$ cat src/rtl/stopwatch_ctrl_if.sv
// Button/tick pulses into the stopwatch and the digit/indicator levels out of it.
// Inputs are single-cycle pulses acted on every cycle they are high; outputs are
// levels valid every cycle, so there is no valid/ready and no backpressure.
interface stopwatch_ctrl_if;
    logic       tick;
    logic       btn_start;
    logic       btn_clear;
    logic [3:0] sec_ones;
    logic [3:0] sec_tens;
    logic       running;
    logic       min;
    logic       timeout;
    logic [1:0] dbg_state;

    modport master (
        output tick, btn_start, btn_clear,
        input  sec_ones, sec_tens, running, min, timeout, dbg_state
    );

    modport slave (
        input  tick, btn_start, btn_clear,
        output sec_ones, sec_tens, running, min, timeout, dbg_state
    );
endinterface

$ cat src/rtl/stopwatch_ctrl.sv
// Stopwatch control FSM with a two-digit BCD seconds counter; all outputs are
// decoded from registers only.
module stopwatch_ctrl #(
    parameter int LIMIT_S = 99,
    parameter int MIN_S   = 60
) (
    input logic             clk,
    input logic             rst,
    stopwatch_ctrl_if.slave sw
);
    typedef enum logic [1:0] {
        S_IDLE  = 2'd0,
        S_RUN   = 2'd1,
        S_PAUSE = 2'd2,
        S_DONE  = 2'd3
    } state_t;

    // Thresholds split into BCD digits at elaboration; no binary count exists.
    localparam logic [3:0] LIM_T = 4'(LIMIT_S / 10);
    localparam logic [3:0] LIM_O = 4'(LIMIT_S % 10);
    localparam logic [3:0] MIN_T = 4'(MIN_S / 10);
    localparam logic [3:0] MIN_O = 4'(MIN_S % 10);

    state_t     state;
    logic [3:0] ones;
    logic [3:0] tens;
    logic [3:0] inc_ones;
    logic [3:0] inc_tens;
    logic       inc_at_limit;

    always_comb begin
        inc_ones     = 4'd0;
        inc_tens     = tens;
        inc_at_limit = 1'b0;
        if (ones == 4'd9) begin
            inc_ones = 4'd0;
            inc_tens = tens + 4'd1;
        end else begin
            inc_ones = ones + 4'd1;
        end
        inc_at_limit = (inc_tens == LIM_T) && (inc_ones == LIM_O);
    end

    always_ff @(posedge clk) begin
        if (rst || sw.btn_clear) begin
            state <= S_IDLE;
            ones  <= 4'd0;
            tens  <= 4'd0;
        end else begin
            case (state)
                S_IDLE: begin
                    if (sw.btn_start) state <= S_RUN;
                end
                S_RUN: begin
                    // A tick that reaches the limit beats a same-cycle pause.
                    if (sw.tick) begin
                        ones <= inc_ones;
                        tens <= inc_tens;
                        if (inc_at_limit)      state <= S_DONE;
                        else if (sw.btn_start) state <= S_PAUSE;
                    end else if (sw.btn_start) begin
                        state <= S_PAUSE;
                    end
                end
                S_PAUSE: begin
                    if (sw.btn_start) state <= S_RUN;
                end
                S_DONE: begin
                    state <= S_DONE;
                end
                default: state <= S_IDLE;
            endcase
        end
    end

    assign sw.sec_ones  = ones;
    assign sw.sec_tens  = tens;
    assign sw.running   = (state == S_RUN);
    assign sw.timeout   = (state == S_DONE);
    assign sw.min       = (tens > MIN_T) || ((tens == MIN_T) && (ones >= MIN_O));
    assign sw.dbg_state = state;
endmodule

$ cat src/flat_wrapper.sv
// flat-port wrapper written by rule: the top's interface ports become plain ports
module stopwatch_ctrl_flat 
#(
    parameter int LIMIT_S = 99,
    parameter int MIN_S   = 60
)
  (clk, rst, sw_tick, sw_btn_start, sw_btn_clear, sw_sec_ones, sw_sec_tens, sw_running, sw_min, sw_timeout, sw_dbg_state);
  stopwatch_ctrl_if sw_i ();
  input logic clk;
  input logic rst;
  input wire logic [$bits(sw_i.tick)-1:0] sw_tick;
  input wire logic [$bits(sw_i.btn_start)-1:0] sw_btn_start;
  input wire logic [$bits(sw_i.btn_clear)-1:0] sw_btn_clear;
  output wire logic [$bits(sw_i.sec_ones)-1:0] sw_sec_ones;
  output wire logic [$bits(sw_i.sec_tens)-1:0] sw_sec_tens;
  output wire logic [$bits(sw_i.running)-1:0] sw_running;
  output wire logic [$bits(sw_i.min)-1:0] sw_min;
  output wire logic [$bits(sw_i.timeout)-1:0] sw_timeout;
  output wire logic [$bits(sw_i.dbg_state)-1:0] sw_dbg_state;
  assign sw_i.tick = sw_tick;
  assign sw_i.btn_start = sw_btn_start;
  assign sw_i.btn_clear = sw_btn_clear;
  assign sw_sec_ones = sw_i.sec_ones;
  assign sw_sec_tens = sw_i.sec_tens;
  assign sw_running = sw_i.running;
  assign sw_min = sw_i.min;
  assign sw_timeout = sw_i.timeout;
  assign sw_dbg_state = sw_i.dbg_state;
  stopwatch_ctrl #(.LIMIT_S(LIMIT_S), .MIN_S(MIN_S)) u_core (.clk(clk), .rst(rst), .sw(sw_i));
endmodule
$ cat config.mk
export PLATFORM = sky130hd
export DESIGN_NAME = stopwatch_ctrl_flat
export DESIGN_NICKNAME = d
export VERILOG_FILES = /design/src/rtl/stopwatch_ctrl_if.sv /design/src/rtl/stopwatch_ctrl.sv /design/src/flat_wrapper.sv
export SDC_FILE = /design/constraint.sdc
export NUM_CORES = 1
export LEC_CHECK = 0
export BUFFER_PORTS_ARGS = -buffer_cell sky130_fd_sc_hd__buf_2
export CORE_AREA = 2 2 39 41
export DETAILED_ROUTE_END_ITERATION = 7
export DIE_AREA = 0 0 41 43
export MAX_ROUTING_LAYER = met4
export PLACE_DENSITY = 0.71
export SETUP_SLACK_MARGIN = 0.1
export SYNTH_ARGS = -nofsm -noshare
export SYNTH_HDL_FRONTEND = slang
export SYNTH_SLANG_ARGS = --single-unit
$ cat constraint.sdc
create_clock -name clk -period 1.4 [get_ports clk]
set_input_delay 0.14 -clock clk [delete_from_list [all_inputs] [get_ports clk]]
set_output_delay 0.14 -clock clk [all_outputs]
set_load 0.01 [all_outputs]
==> results.sh <==
export IMPL_via_per_inst=5.250
export IMPL_drt_wl_total_um=1252
export IMPL_post_route_period_util_pct=96.48
export IMPL_grt_use_total_pct=17.82
export IMPL_cts_hold_buf=0
export IMPL_start_kind="flop"
export IMPL_final_util_pct=58.14
export IMPL_fp_row_count=14
export IMPL_post_drt_wl_per_cell_um=11.59
export IMPL_critPathMaxFanout=4
export IMPL_rsz0062_at_grt="yes"
export IMPL_final_common_cell="buf_2"
export IMPL_drt_iter0_markers=4
export IMPL_grt_pass1_vias=519
export IMPL_cts_tree="yes"
export IMPL_drtAntennaViolNets=0
export IMPL_post_route_drc_count=0
export IMPL_overflow=0
export IMPL_clock_path_buffers=2
export IMPL_netlist_cell_type_count=29
export IMPL_h_tree_depth=1
export IMPL_drv_cap=0
export IMPL_post_place_ws_ps=58.23
export IMPL_grt_start_max_net_pins=11
export IMPL_die_area_um2=1763
export IMPL_final_min_clock_period_ps=1351
export IMPL_yosysWarnings=0
export IMPL_dp_hpwl_um=852.4
export IMPL_cts_sink_count=10
export IMPL_p_leak_nw=0.3587
export IMPL_ios=18
export IMPL_fmax_mhz=740.4
export IMPL_num_vias=567
export IMPL_setup_ws_ps=49.32
export IMPL_antenna_found_initial=0
export IMPL_arrival_ps=1540
export IMPL_dieHeight_um=43
export IMPL_ir_worst_vdd_v=0.0004036
export IMPL_status="complete, no violations"
export IMPL_firstDrtPassIters=4
export IMPL_postSynthAreaPerCell_um2=8.676
export IMPL_synth_seq_area_share_pct=37.83
export IMPL_finalClockSkew_ps=9.623
export IMPL_final_setup_tns_ps=0
export IMPL_report_final_slew_viol_count=0
export IMPL_setup_violations=0
export IMPL_worst_setup_path_end_kind="flop"
export IMPL_powerDensity_nw_per_um2=633.1
export IMPL_nets=100
export IMPL_ys_ff_latch=10
export IMPL_hp_class="in -> reg"
export IMPL_place_inst=98
export IMPL_initial_utilization_pct=38.25
export IMPL_path_class="reg -> reg"
export IMPL_drive_gt1_share_pct=53.26
export IMPL_core_area_um2=1384
export IMPL_tightest_slew_ps=249.2
export IMPL_clk_pin_slew_ps=70
export IMPL_cp_required_ps=1590
export IMPL_cts_buffers=3
export IMPL_final_cell_mix="17 x buf_2, 9 x buf_4, 7 x a21oi_1, 5 x o21ai_0, 4 x dfxtp_4"
export IMPL_cts_root_buffer="clkbuf_4"
export IMPL_holdWs_ps=81.29
export IMPL_synth_fp_nets=68
export IMPL_syn_inst=61
export IMPL_antenna_cells=0
export IMPL_gp_congestion=0.7486
export IMPL_die_w_um=41
export IMPL_grt_pass1_wl_um=2097
export IMPL_insertion_delay_ps=260
export IMPL_slew_headroom_pct=83.15
export IMPL_areaGrowthSynthToFinish_pct=52.01
export IMPL_synth_cell_area_um2=529.3
export IMPL_hold_violations=0
export IMPL_layout_cells_non_filler=108
export IMPL_port_buffers=17
## per-layer routing
layer	global-route usage, %	wire length, um	vias to the layer above
li1	-	-	292
met5	-	0	-
met3	3.141	62	2
met4	10.00	10	0
met2	26.25	609	15
met1	21.94	570	258
## cell usage after synthesis
library cell / n / share of area [%]
dfxtp_1: 10 / 38
a21oi_1: 7 / 6.6
o21ai_0: 6 / 5.7
inv_1: 3 / 2.1
nor2_1: 3 / 2.1
nor2b_1: 3 / 3.5
a31oi_1: 2 / 2.4
ha_1: 2 / 4.7
nand2_1: 2 / 1.4
nand3_1: 2 / 1.9
o31ai_1: 2 / 2.8
or4_1: 2 / 2.8
a311oi_1: 1 / 1.7
and2_1: 1 / 1.2
and2b_2: 1 / 1.7
and4b_1: 1 / 1.9
clkbuf_1: 1 / 0.71
nand2b_1: 1 / 1.2
nand3b_1: 1 / 1.4
nand4_1: 1 / 1.2
nand4b_1: 1 / 1.7
nand4b_2: 1 / 2.8
nor3b_1: 1 / 1.4
nor4b_1: 1 / 1.7
or2_2: 1 / 1.2
or3_1: 1 / 1.2
or3_2: 1 / 1.4
or3b_4: 1 / 2.1
xor2_1: 1 / 1.7
## final cells by class
type	instances	area, um2
clock buffers	3	22.52
fillers	122	579.3
multi-input cells	47	344.1
clock inverters	1	3.754
well taps	16	20.02
repair buffers	28	183.9
flip-flops and latches	10	219.0
inverters	3	11.26
## flip-flops by register name, indices dropped and copies added, names as in the netlist
register	flops
u_core.sw.sec_tens	4
u_core.sw.sec_ones	4
u_core.sw.dbg_state	2
## power breakdown
part           internal (W)  switching (W)
sequential         0.000280     0.00000367
combinational     0.0000126      0.0000157
clock              0.000103      0.0000948
total              0.000395       0.000114
## worst paths after layout
kind                             to                   from  cells past startpoint  slack, ps
min reg2reg   u_core.sw.sec_tens[3]  u_core.sw.sec_tens[3]                      2        540
min          u_core.sw.dbg_state[0]           sw_btn_start                      2         80
max           u_core.sw.sec_tens[3]  u_core.sw.sec_ones[2]                      3         50
max reg2reg   u_core.sw.sec_tens[3]  u_core.sw.sec_ones[2]                      3         50
## metrics by stage
stage          power [W]  area [um2]
6_report       0.0005094       804.5
5_1_grt        0.0005376       804.5
4_1_cts        0.0005199       779.5
3_5_place_dp   0.0003218       686.9
3_3_place_gp   0.0003212       686.9
2_1_floorplan  0.0003062       548.0
## logic make-up (layout without fill, tap and decap cells)
| family | count (synthesis) | count (layout) | synth area share [%] |
|---|---|---|---|
| simple gates | 26 | 26 | 33.81 |
| xor+xnor | 1 | 1 | 1.655 |
| compound gates | 18 | 18 | 19.15 |
| fa+ha+maj | 2 | 2 | 4.727 |
| buf+inv | 4 | 35 | 2.836 |
| flops | 10 | 10 | 37.82 |
## critical path, cell delays in order (launching register included)
cell	delay (ps)
dfxtp_4	340
or3b_4	400
or4_1	400
a21oi_1	140
## repair_timing
action | in CTS | in global routing
endpoints found under the setup margin | 3 | 9
pin swaps | 1 | 3
setup buffers | 6 | 0
gates resized for setup | 6 | 8
gates cloned | 0 | 0
(Power assumes the default switching activity.)
